### config.mk
export PLATFORM = sky130hd
export DESIGN_NAME = matrix_result_streamer
export DESIGN_NICKNAME = d
export VERILOG_FILES = /design/src/rtl/matrix_result_streamer_pkg.sv /design/src/rtl/matrix_result_streamer.sv
export VERILOG_INCLUDE_DIRS = /design/src /design/src/rtl
export SDC_FILE = /design/constraint.sdc
export NUM_CORES = 1
export LEC_CHECK = 0
export ABC_AREA = 1
export CAP_MARGIN = 20
export CORE_UTILIZATION = 48
export DETAILED_ROUTE_END_ITERATION = 10
export PLACE_DENSITY_LB_ADDON = 0.2
export SKIP_LAST_GASP = 1
export SLEW_MARGIN = 25
export SYNTH_ARGS = -nofsm -noshare
export SYNTH_HDL_FRONTEND = slang
export SYNTH_SLANG_ARGS = --single-unit
export TNS_END_PERCENT = 100
### constraint.sdc
create_clock -name clk -period 1.3 [get_ports clk]
set_input_delay 0.13 -clock clk [delete_from_list [all_inputs] [get_ports clk]]
set_output_delay 0.13 -clock clk [all_outputs]
set_load 0.05 [all_outputs]
### src/rtl/defines.sv
// Default matrix dimensions and element width for the matrix result streamer.
// Guarded so any number of files may pull it in.
`ifndef MATRIX_STREAMER_DEFINES_SV
`define MATRIX_STREAMER_DEFINES_SV

`ifndef N_ROWS
`define N_ROWS 2
`endif

`ifndef N_COLUMNS
`define N_COLUMNS 2
`endif

`ifndef WIDTH
`define WIDTH 8
`endif

`endif

### src/rtl/matrix_result_streamer_pkg.sv
// Shared types and helpers for the matrix result streamer: the FSM state
// enum and the index-width helper used for the row/column counters.
`include "defines.sv"

package matrix_result_streamer_pkg;

    typedef enum logic [0:0] {
        IDLE   = 1'b0,
        STREAM = 1'b1
    } streamState_t;

    // Index width for a dimension, never narrower than one bit.
    function automatic int idxWidth(input int n);
        return (n > 1) ? $clog2(n) : 1;
    endfunction

    localparam int DEF_ROW_W = idxWidth(`N_ROWS);
    localparam int DEF_COL_W = idxWidth(`N_COLUMNS);

endpackage

### src/rtl/matrix_result_streamer.sv
// Matrix result streamer: captures a whole result matrix in one cycle and
// streams its elements in row-major order over a valid/ready handshake.
// A matrix offered while streaming is dropped and flagged on overrun_o.
// Optional feature macro: MATRIX_STREAMER_LAST_EN adds last_o, which marks
// the final element of each matrix.
`include "defines.sv"

module matrix_result_streamer
    import matrix_result_streamer_pkg::*;
#(
    parameter int N_ROWS    = `N_ROWS,
    parameter int N_COLUMNS = `N_COLUMNS,
    parameter int WIDTH     = `WIDTH,
    parameter int C_WIDTH   = (2 * WIDTH) * $clog2(N_ROWS),
    localparam int ROW_W    = idxWidth(N_ROWS),
    localparam int COL_W    = idxWidth(N_COLUMNS)
) (
    input  logic               clk,
    input  logic               rst,
    input  logic               valid_i,
    input  logic [C_WIDTH-1:0] c_i [N_ROWS][N_COLUMNS],
    output logic               ready_o,
    output logic [C_WIDTH-1:0] data_o,
    output logic [ROW_W-1:0]   row_o,
    output logic [COL_W-1:0]   col_o,
    output logic               valid_o,
    input  logic               ready_i,
    output logic               overrun_o,
`ifdef MATRIX_STREAMER_LAST_EN
    output logic               last_o,
`endif
    input  logic               overrun_clr_i
);

    streamState_t       r_state;
    streamState_t       w_nextState;
    logic [C_WIDTH-1:0] r_buf [N_ROWS][N_COLUMNS];
    logic [ROW_W-1:0]   r_row;
    logic [COL_W-1:0]   r_col;
    logic               r_overrun;
    logic               w_handshake;
    logic               w_isLast;
    logic               w_capture;
    logic               w_drop;

    assign w_isLast    = (r_row == ROW_W'(N_ROWS - 1)) && (r_col == COL_W'(N_COLUMNS - 1));
    assign w_handshake = (r_state == STREAM) && ready_i;
    assign w_capture   = (r_state == IDLE) && valid_i;
    assign w_drop      = (r_state == STREAM) && valid_i;

    assign data_o    = r_buf[r_row][r_col];
    assign row_o     = r_row;
    assign col_o     = r_col;
    assign overrun_o = r_overrun;

`ifdef MATRIX_STREAMER_LAST_EN
    assign last_o = valid_o && w_isLast;
`endif

    // State register; reset aborts any matrix in flight.
    always_ff @(posedge clk or negedge rst) begin
        if (!rst) begin
            r_state <= IDLE;
        end else begin
            r_state <= w_nextState;
        end
    end

    // Next-state logic and the handshake outputs, which depend on state only.
    always_comb begin
        w_nextState = r_state;
        ready_o     = 1'b0;
        valid_o     = 1'b0;
        case (r_state)
            IDLE: begin
                ready_o = 1'b1;
                if (valid_i) begin
                    w_nextState = STREAM;
                end
            end
            STREAM: begin
                valid_o = 1'b1;
                if (w_handshake && w_isLast) begin
                    w_nextState = IDLE;
                end
            end
            default: begin
                w_nextState = IDLE;
            end
        endcase
    end

    // Matrix buffer and row/column cursor: load on capture, step on handshake.
    always_ff @(posedge clk or negedge rst) begin
        if (!rst) begin
            r_buf <= '{default: '0};
            r_row <= '0;
            r_col <= '0;
        end else if (w_capture) begin
            r_buf <= c_i;
            r_row <= '0;
            r_col <= '0;
        end else if (w_handshake) begin
            if (r_col == COL_W'(N_COLUMNS - 1)) begin
                r_col <= '0;
                r_row <= (r_row == ROW_W'(N_ROWS - 1)) ? '0 : r_row + ROW_W'(1);
            end else begin
                r_col <= r_col + COL_W'(1);
            end
        end
    end

    // Sticky overrun flag; a drop in the same cycle as a clear keeps it set.
    always_ff @(posedge clk or negedge rst) begin
        if (!rst) begin
            r_overrun <= 1'b0;
        end else if (w_drop) begin
            r_overrun <= 1'b1;
        end else if (overrun_clr_i) begin
            r_overrun <= 1'b0;
        end
    end

endmodule

-- After elaboration in Yosys (flattened, before gate mapping)
Index checks and enable logic that the tools add are counted.
- register bits after elaboration: 68
- output and inout port bits: 21
- logic and storage cells: 44
- input bits: 69
- $lt $le $gt $ge: 2
- add/subtract/negate cells: 2
- muxes and demuxes: 20
- reduce and logical (&&, ||, !) cells: 9
- bitwise logic cells: 3
- operator list (cell ; count):
    2-to-1 mux 32 bit ; 3
    2-to-1 mux 16 bit ; 3
    2-to-1 mux 1 bit ; 13
    nonzero test 2 bit ; 3
    logical AND 1 bit ; 5
    >= comparator 2 bit (second input constant) ; 2
    NOT 1 -> 2 bit ; 2
    adder 1 bit (second input constant) ; 2
    one-hot mux 1 bit (2 select lines) ; 1
    AND reduction 2 bit ; 1
    NOT 1 bit ; 1

-- Depth between registers and ports, before layout
- depth in word-level cells: 7
- gate-level depth with buffers: 6
- depth with buffers taken out: 4

-- Worst setup path after synthesis
OpenSTA, ideal clock, no wires.
- path kind: register -> output
- start: register r_row, in the netlist row_o
- end: output port data_o[10]
- stages on the path, launching flop included: 7
- arrival time: 1.535 ns
- path slack: -0.365 ns
- buffers on the path: 2
- required time: 1.170 ns
- path through: dfrtp_1 > buf_2 > buf_4 > nor2_1 > nor2_1 > nand2_1 > nand2_1
- cells in the longest elaborated chain, start to end: 7
- ends and longest elaborated chain (element ; line ; text):
    from (decl) ; matrix_result_streamer.sv:38 ; logic [ROW_W-1:0] r_row;
    from (signal assigned) ; matrix_result_streamer.sv:106 ; r_row <= (r_row == ROW_W'(N_ROWS - 1)) ? '0 : r_row + ROW_W'(1);
    NOT 1 -> 2 bit (implied by the code) ; matrix_result_streamer.sv:51 ; assign data_o = r_buf[r_row][r_col];
    2-to-1 mux 32 bit (implied by the code) (3 in series) ; matrix_result_streamer.sv:51 ;
    2-to-1 mux 16 bit (implied by the code) (3 in series) ; matrix_result_streamer.sv:51 ;
    to (decl) ; matrix_result_streamer.sv:23 ; output logic [C_WIDTH-1:0] data_o,
No other way between the ends. The select of a mux whose other input is x is not followed.

-- Worst setup path after layout
- start: register r_row, in the netlist row_o
- end: output port data_o[3]
Same word-level chain as after synthesis.

==> flow_summary.json <==
{
  "outcome": "finished, violations left",
  "violations": "design-rule violations, negative setup slack",
  "worstMarginPinSlew_ns": 0.3687,
  "drv_cap": 0,
  "grt_overflow": 0,
  "slowest_stage": "dfrtp_2",
  "reg2reg_depth": 5,
  "internal-power_uw": 8858,
  "hp-class": "input port to async pin",
  "antenna_cells": 0,
  "design.core.area_um2": 6495,
  "synth.most_common_cell": "nand2_1",
  "io_pins": 90,
  "criticalPathCategory": "register to primary output",
  "timing.rr.start": "r_state",
  "cts_made_buffers": 9,
  "fmax_mhz": 588.7,
  "endpoint_kind": "primary output",
  "fin_crit_sh_pct": 130.7,
  "finalSetupTns_ns": -5.690,
  "vias": 3133,
  "final.setup_skew_ns": 0.003074,
  "ant_nets": 0,
  "grt_use_total_pct": 26.32,
  "nets": 598,
  "routed_wirelength_um": 8810,
  "synth_top_cell_by_area": "dfrtp_1",
  "worst_slack_ns": -0.3987,
  "synth.area.mux_share_pct": 0,
  "via_per_inst": 5.128,
  "async_flop_share_pct": 100.0,
  "start_kind": "register",
  "synthDistinctLibCells": 15,
  "ir_drop_uv": 1961,
  "power.share.clock_pct": 14.5,
  "comb_power_share_pct": 62.8,
  "clk_path_buf_depth": 2,
  "crit_path_cell_trace": "buf_12 > or2_2 > nand3_2 > nand2_4 > buf_12",
  "yosys.area_share.simple_pct": 33.43,
  "critPathMaxFanout": 26,
  "post-route-min-period_ns": 1.699,
  "die-area_um2": 7188,
  "synth_fa_ha_area_share_pct": 0,
  "ys_ff_latch": 68,
  "synth_cells": 434,
  "placed_cells": 589,
  "p_seq_share_pct": 22.8,
  "cp.required_ns": 1.17,
  "slowest_delay_ns": 0.45,
  "power.total_uw": 15590,
  "post-route-cell-area_um2": 5079,
  "synthesis.area_um2": 3289,
  "drc": 4,
  "crit_buf_inv": 2,
  "yosys-top-cells-area": "dfrtp_1 (52%), nand2_1 (15%), nor2_1 (7.5%)",
  "synth_xor_xnor_area_share_pct": 0,
  "grt_max_degree": 69,
  "rows": 29,
  "synth_compound_area_share_pct": 5.515,
  "routedWlPerCell_um": 14.42,
  "grt_pass1_wl_um": 14540,
  "hpwl_um": 6030,
  "rsz0062_at_grt": "yes",
  "cts_sinks": 68,
  "powerDensity_nw_per_um2": 3069,
  "switchingPower_uw": 6729,
  "synth_common_cells": "nand2_1 (132), dfrtp_1 (68), nor2_1 (66)",
  "cts_root_buf": "clkbuf_8",
  "worst_ep_arrival_time_ns": 1.57,
  "finalHoldViolCount": 0,
  "fill_cells": 453,
  "p_leak_uw": 0.002566,
  "synth_top_family_by_area": "simple AND/OR/NAND/NOR gates",
  "synth_top_cell_area_share_pct": 51.73,
  "crit_family": "simple AND/OR/NAND/NOR gates",
  "r2r-end": "r_buf[14]",
  "syn-num-nets": 503,
  "die_w_um": 84.78,
  "reg2reg_slack_ns": 0.15,
  "synth.avg_cell_area_um2": 7.579,
  "final_layout_size_suffix_gt1_share_pct": 21.91,
  "relSlewSlack_pct": 75.42,
  "fp.dieH_um": 84.78,
  "grt_pass1_vias": 3084,
  "final-max-slew-violation-count": 0,
  "switching_share_pct": 43.17,
  "dr.pass1.iters": 8,
  "ys_dominant_reg_cell": "dfrtp_1",
  "initial_core_util_pct": 50.65,
  "stdcell_count": 611,
  "htree_levels": 3,
  "place_ws_ns": -0.03080,
  "place_congestion": 0.8477,
  "cts.clk_slew.worst_paths_ns": 0.07,
  "area_growth_pct": 54.39,
  "setup_violations": 16,
  "io_buffers": 89,
  "yosysWarningCount": 0,
  "synth-edff-count": 0,
  "placed_cell_area_um2": 4736,
  "crit_top_cell": "buf_12",
  "tritoncts": "built",
  "seq_area_frac_synth_pct": 51.73,
  "clk_latency_ns": 0.34,
  "antenna_found_initial": 0,
  "drt_iter0_markers": 259
}
worst min-delay path: cells and delay by family:
family | cells | cell delay, ns
buffers and inverters | 3 | 0.95
stage by stage:
step           hold slack [ns]  util [%]
6_report                0.3322     78.19
5_1_grt                 0.3562     78.19
4_1_cts                 0.3309     77.92
3_5_place_dp            0.1735     72.91
3_3_place_gp            0.1754     72.91
2_1_floorplan          -0.1656         -
worst max path at each step:
stage | from | end | slack (ns) | depth (start not counted)
finish | row_o | data_o[3] | -0.40 | 5
floorplan | row_o | data_o[10] | -0.02 | 4
detailed placement | row_o | data_o[3] | -0.03 | 5
CTS | row_o | data_o[3] | -0.41 | 5
global placement | row_o | data_o[6] | -0.008 | 5
global route | row_o | data_o[3] | -0.44 | 5
layout make-up:
type                       instances  area [µm²]  area share [%]
timing repair buffer             111        1350           26.58
multi-input combinational        300        1511           29.76
sequential                        68        1705           33.58
inverter                          39       146.4           2.882
clock buffer                      13       178.9           3.523
clock inverter                     3       90.09           1.774
tap                               77       96.34           1.897
routing by layer:
metal / wire length [µm] / GRT usage [%] / vias up
met1: 3823 / 35.87 / 1465
met5: 0 / 0 / -
met4: 232 / 12.02 / 0
li1: - / - / 1525
met3: 512 / 3.736 / 19
met2: 4241 / 41.98 / 124
layout by cell type (no fill, tap or decap), drive strengths merged:
master,n
nand2,133
dfrtp,68
clkdlybuf4s50,67
nor2,66
nand3,49
buf,43
inv,39
a21oi,34
or2,16
clkbuf,13
bufinv,3
o21ai,1
o22ai,1
dlygate4sd3,1
what timing repair did:
action / in CTS / in global routing
hold endpoints to repair: 68 / 0
gates cloned: 0 / 0
endpoints found under the setup margin: 17 / 17
resized for setup: 8 / 1
buffers inserted: 3 / 2
hold buffers: 1 / 0
state kept, by name, indices dropped and copies added (netlist names):
register,cells
row_o,1
r_buf,64
r_state,1
overrun_o,1
col_o,1
cells by family (layout without fill, tap and decap cells):
group / after synthesis / in the layout
buffers and inverters: 66 / 166
DFF: 68 / 68
and+or+nand+nor: 264 / 264
AOI/OAI and AO/OA: 36 / 36
power groups by stage:
stage | sequential [µW] | combinational, µW | clock [µW]
2_1_floorplan | 3600 | 5640 | 0
3_3_place_gp | 3540 | 9320 | 0
3_5_place_dp | 3570 | 9480 | 0
4_1_cts | 3540 | 9720 | 2290
5_1_grt | 3640 | 10400 | 2360
6_report | 3550 | 9780 | 2250
No activity file was read; power rests on OpenSTA's default activity.
==> edit 1: new RTL, same settings <==
Change the macro `N_COLUMNS` from 2 to 1.
--- a/src/rtl/defines.sv
+++ b/src/rtl/defines.sv
@@ -8,7 +8,7 @@
 `endif
 
 `ifndef N_COLUMNS
-`define N_COLUMNS 2
+`define N_COLUMNS 1
 `endif
 
 `ifndef WIDTH
Interface: changed (resized c_i); port bits go from 90 to 58. No check against the original RTL was run, so the function may have changed too.
==> edit 1 against the original RTL <==
  * The flow finishes with violations (setup timing)
  * Count of clock-buffer cells in the layout down 5
  * Design area is 45% lower
  * Power is 45% lower
  * Synthesized area decreased by 50%
  * Sequential share of layout area is 2.4 points lower
  * Setup slack improved by 200 ps
  * Via count decreased by 46%
  * Routed wire length decreased by 45%
  * Clock power down 70%
  * Worst hold slack lost 81 ps
  * Synthesized cell count fell by 53%
  * Sequential cell count shrank 33
==> edit 1: results <==
[power_and_ir_drop]
finalPower_mw = 8.60
seqPwrFrac_pct = 23.0
ir_worst_vdd_v = 0.00232
p_int_mw = 4.61
pwr-share-clk_pct = 8.0

[synthesis]
netlist_top_cells_count = "nand2_1, dfrtp_1, nand3_1, inv_1, o21ai_0"
yosysSeqAreaShare_pct = 53.7
syn_inst = 206
syn_nets = 243
synth-compound-area-share_pct = 5.83

[place]
port_buffers = 56
gp_congestion = 0.773
dp_hpwl_um = 2920
dpl_cell_area_um2 = 2610
dp_cells = 298

[routing]
finalWirelength_um = 4890
wl_per_cell_um = 15.6
met3_length_um = 303
wl_met2_um = 2560
drt_iter0_drc = 120
wl_met1_um = 1920
drtPass1Iterations = 5

[setup_path]
endpoint = "data_o[2]"
crit_arrival_ps = 1370
regToRegEndpoint = "r_buf[16]$_DFFE_PN0P_"
rrSetupSlack_ps = 50

[sta]
setup_ws_ps = -197
finalSetupViolCount = 17

[grt]
met2_usage_pct = 47.7
grt_pass1_vias = 1649
grt_pass1_wl_um = 7360
met1_usage_pct = 35.4
use_met3_pct = 5.41
track_usage_pct = 28.9
grt_max_degree = 34

[final_layout]
nonClockBufferCount = 70
drive_above_1_share_pct = 24.9
bufAreaShareNonClock_pct = 33.6
final_area_um2 = 2810
finish.net_count = 305
multi_input_cells = 137
clock_area_share_pct = 2.45
largest_reg_flops = 32
clockBufferCount = 8
seq_share_pct = 31.2
inverters = 19

[clocking]
clockRootBuffer = "clkbuf_4"
htreeDepth = 2
cts-buffers-inserted = 5

[status]
status = "complete, but fails checks"
failed_checks = "setup timing"

[floorplanning]
taps = 44
[edit 1: timing repair]
action                                 in CTS  in global routing
resized for setup                           4                  9
pin swaps                                   0                  1
setup endpoints to repair                  17                 20
gates cloned                                2                  0
endpoints found under the hold margin      19                  0
hold buffers                                1                  0
setup buffers                               2                  2
[edit 1: worst min-delay path by stage]
| stage | start | to | slack [ps] | cells after the start |
|---|---|---|---|---|
| final | rst | r_buf[13]$_DFFE_PN0P_ | 250 | 2 |
| after global routing | rst | r_buf[13]$_DFFE_PN0P_ | 290 | 2 |
| after CTS | rst | r_buf[13]$_DFFE_PN0P_ | 260 | 2 |
| after detailed placement | rst | r_buf[13]$_DFFE_PN0P_ | 100 | 1 |
| after global placement | rst | r_buf[13]$_DFFE_PN0P_ | 100 | 1 |
| after floorplan | rst | overrun_o$_DFFE_PN0P_ | -170 | 0 |
[edit 1: worst max-delay path, stage by stage, from the launching register on]
cell	delay [ps]
dfrtp_2	490
buf_16	210
o21ai_4	160
buf_12	150
==> edit 2: new RTL, config.mk and constraints unchanged <==
Without the edit above. Register the output `overrun_o` once more, cleared by the reset; this adds one clock of latency there. The other outputs are not delayed to match.
--- a/src/rtl/matrix_result_streamer.sv
+++ b/src/rtl/matrix_result_streamer.sv
@@ -51,7 +51,13 @@
     assign data_o    = r_buf[r_row][r_col];
     assign row_o     = r_row;
     assign col_o     = r_col;
-    assign overrun_o = r_overrun;
+    always_ff @(posedge clk or negedge rst) begin
+        if (!rst) begin
+            overrun_o <= '0;
+        end else begin
+            overrun_o <= r_overrun;
+        end
+    end
 
 `ifdef MATRIX_STREAMER_LAST_EN
     assign last_o = valid_o && w_isLast;
Check against the original RTL: not equivalent (a bounded check fails within 4 cycles, from zero or initial values and one cycle with rst low).
==> edit 2 against the original RTL <==
  * The flow finishes with violations (setup timing)
  * Non-clock buffer count decreased by 9
  * Sequential cell count grew 1
  * Routed wire length is 12% lower
  * Design area decreased by 0.96%
  * Setup slack improved by 42 ps
  * Sequential share of layout area is 0.82 points higher
  * Power fell by 10%
  * First-iteration DRC count shrank 40%
  * Synthesized area grew 3.1%
  * Combinational power is 7.2% lower
  * Worst hold slack lost 24 ps
  * Critical path type unchanged
  * Critical endpoint is now data_o[12]
  * Largest power group unchanged
  * Highest routed layer unchanged
==> edit 2: results <==
[final_layout]
nonClockBufferCount = 102
finish.net_count = 572
clockBufferCount = 10
inverters = 52
drive_above_1_share_pct = 25.7
multi_input_cells = 269

[synthesis]
synth_area_leaders = "dfrtp_1, nand2_1, a21oi_2, nand3_1, nor2_1"
yosysSeqAreaShare_pct = 50.9
synth.distinct_cells = 17
netlist_top_cells_count = "nand2_1, dfrtp_1, nand3_1, nor2_1, inv_1"
synth-compound-area-share_pct = 10.8

[routing]
drtPass1Iterations = 4
finalWirelength_um = 7780
wl_per_cell_um = 13.0
wl_met1_um = 3660

[sta]
clock_skew_ps = 9.25
setup_ws_ps = -357
finalSetupViolCount = 16
max_slew_margin_pct = 74.2
tns_ps = -5450

[grt]
met2_usage_pct = 37.3
grt_max_degree = 70
grt_pass1_vias = 2907
track_usage_pct = 23.6

[status]
status = "complete, but fails checks"
failed_checks = "setup timing"

[place]
dp_slack_ps = -23.8

[power_and_ir_drop]
p_int_mw = 7.82
leakagePower_nw = 2.47
pwr-share-clk_pct = 10.4
comb-power_mw = 9.08
switchingPower_mw = 6.19
ir_worst_vdd_v = 0.00123

[clocking]
post_cts_resized = 0
## edit 2: cell types whose count changed in the layout (fill, tap and decap cells not counted), sizes merged
cell	delta
nand2	-32
clkinv	+4
a21oi	+16
dfrtp	+1
o22ai	-1
bufinv	-3
nand3	+2
clkbuf	-3
buf	-9
nor2	-16
inv	+12
## edit 2: worst register-to-register path, cell delays in order (launching register included)
cell and delay [ps]:
dfrtp_2 440, inv_6 140, nand2_4 110, buf_12 180, buf_4 160, a21oi_2 130
## edit 2: final timing paths
check,start,to,cells after the start
worst max-delay path,row_o$_DFFE_PN0P_,data_o[12],5
worst min-delay path,rst,r_buf[16]$_DFFE_PN0P_,3
worst max register to register,r_state$_DFF_PN0_,r_buf[7]$_DFFE_PN0P_,5
worst min register to register,r_overrun$_DFFE_PN0P_,overrun_o$_DFF_PN0_,0
max in group asynchronous,rst,row_o$_DFFE_PN0P_,3
min in group clk,c_i[60],r_buf[60]$_DFFE_PN0P_,3
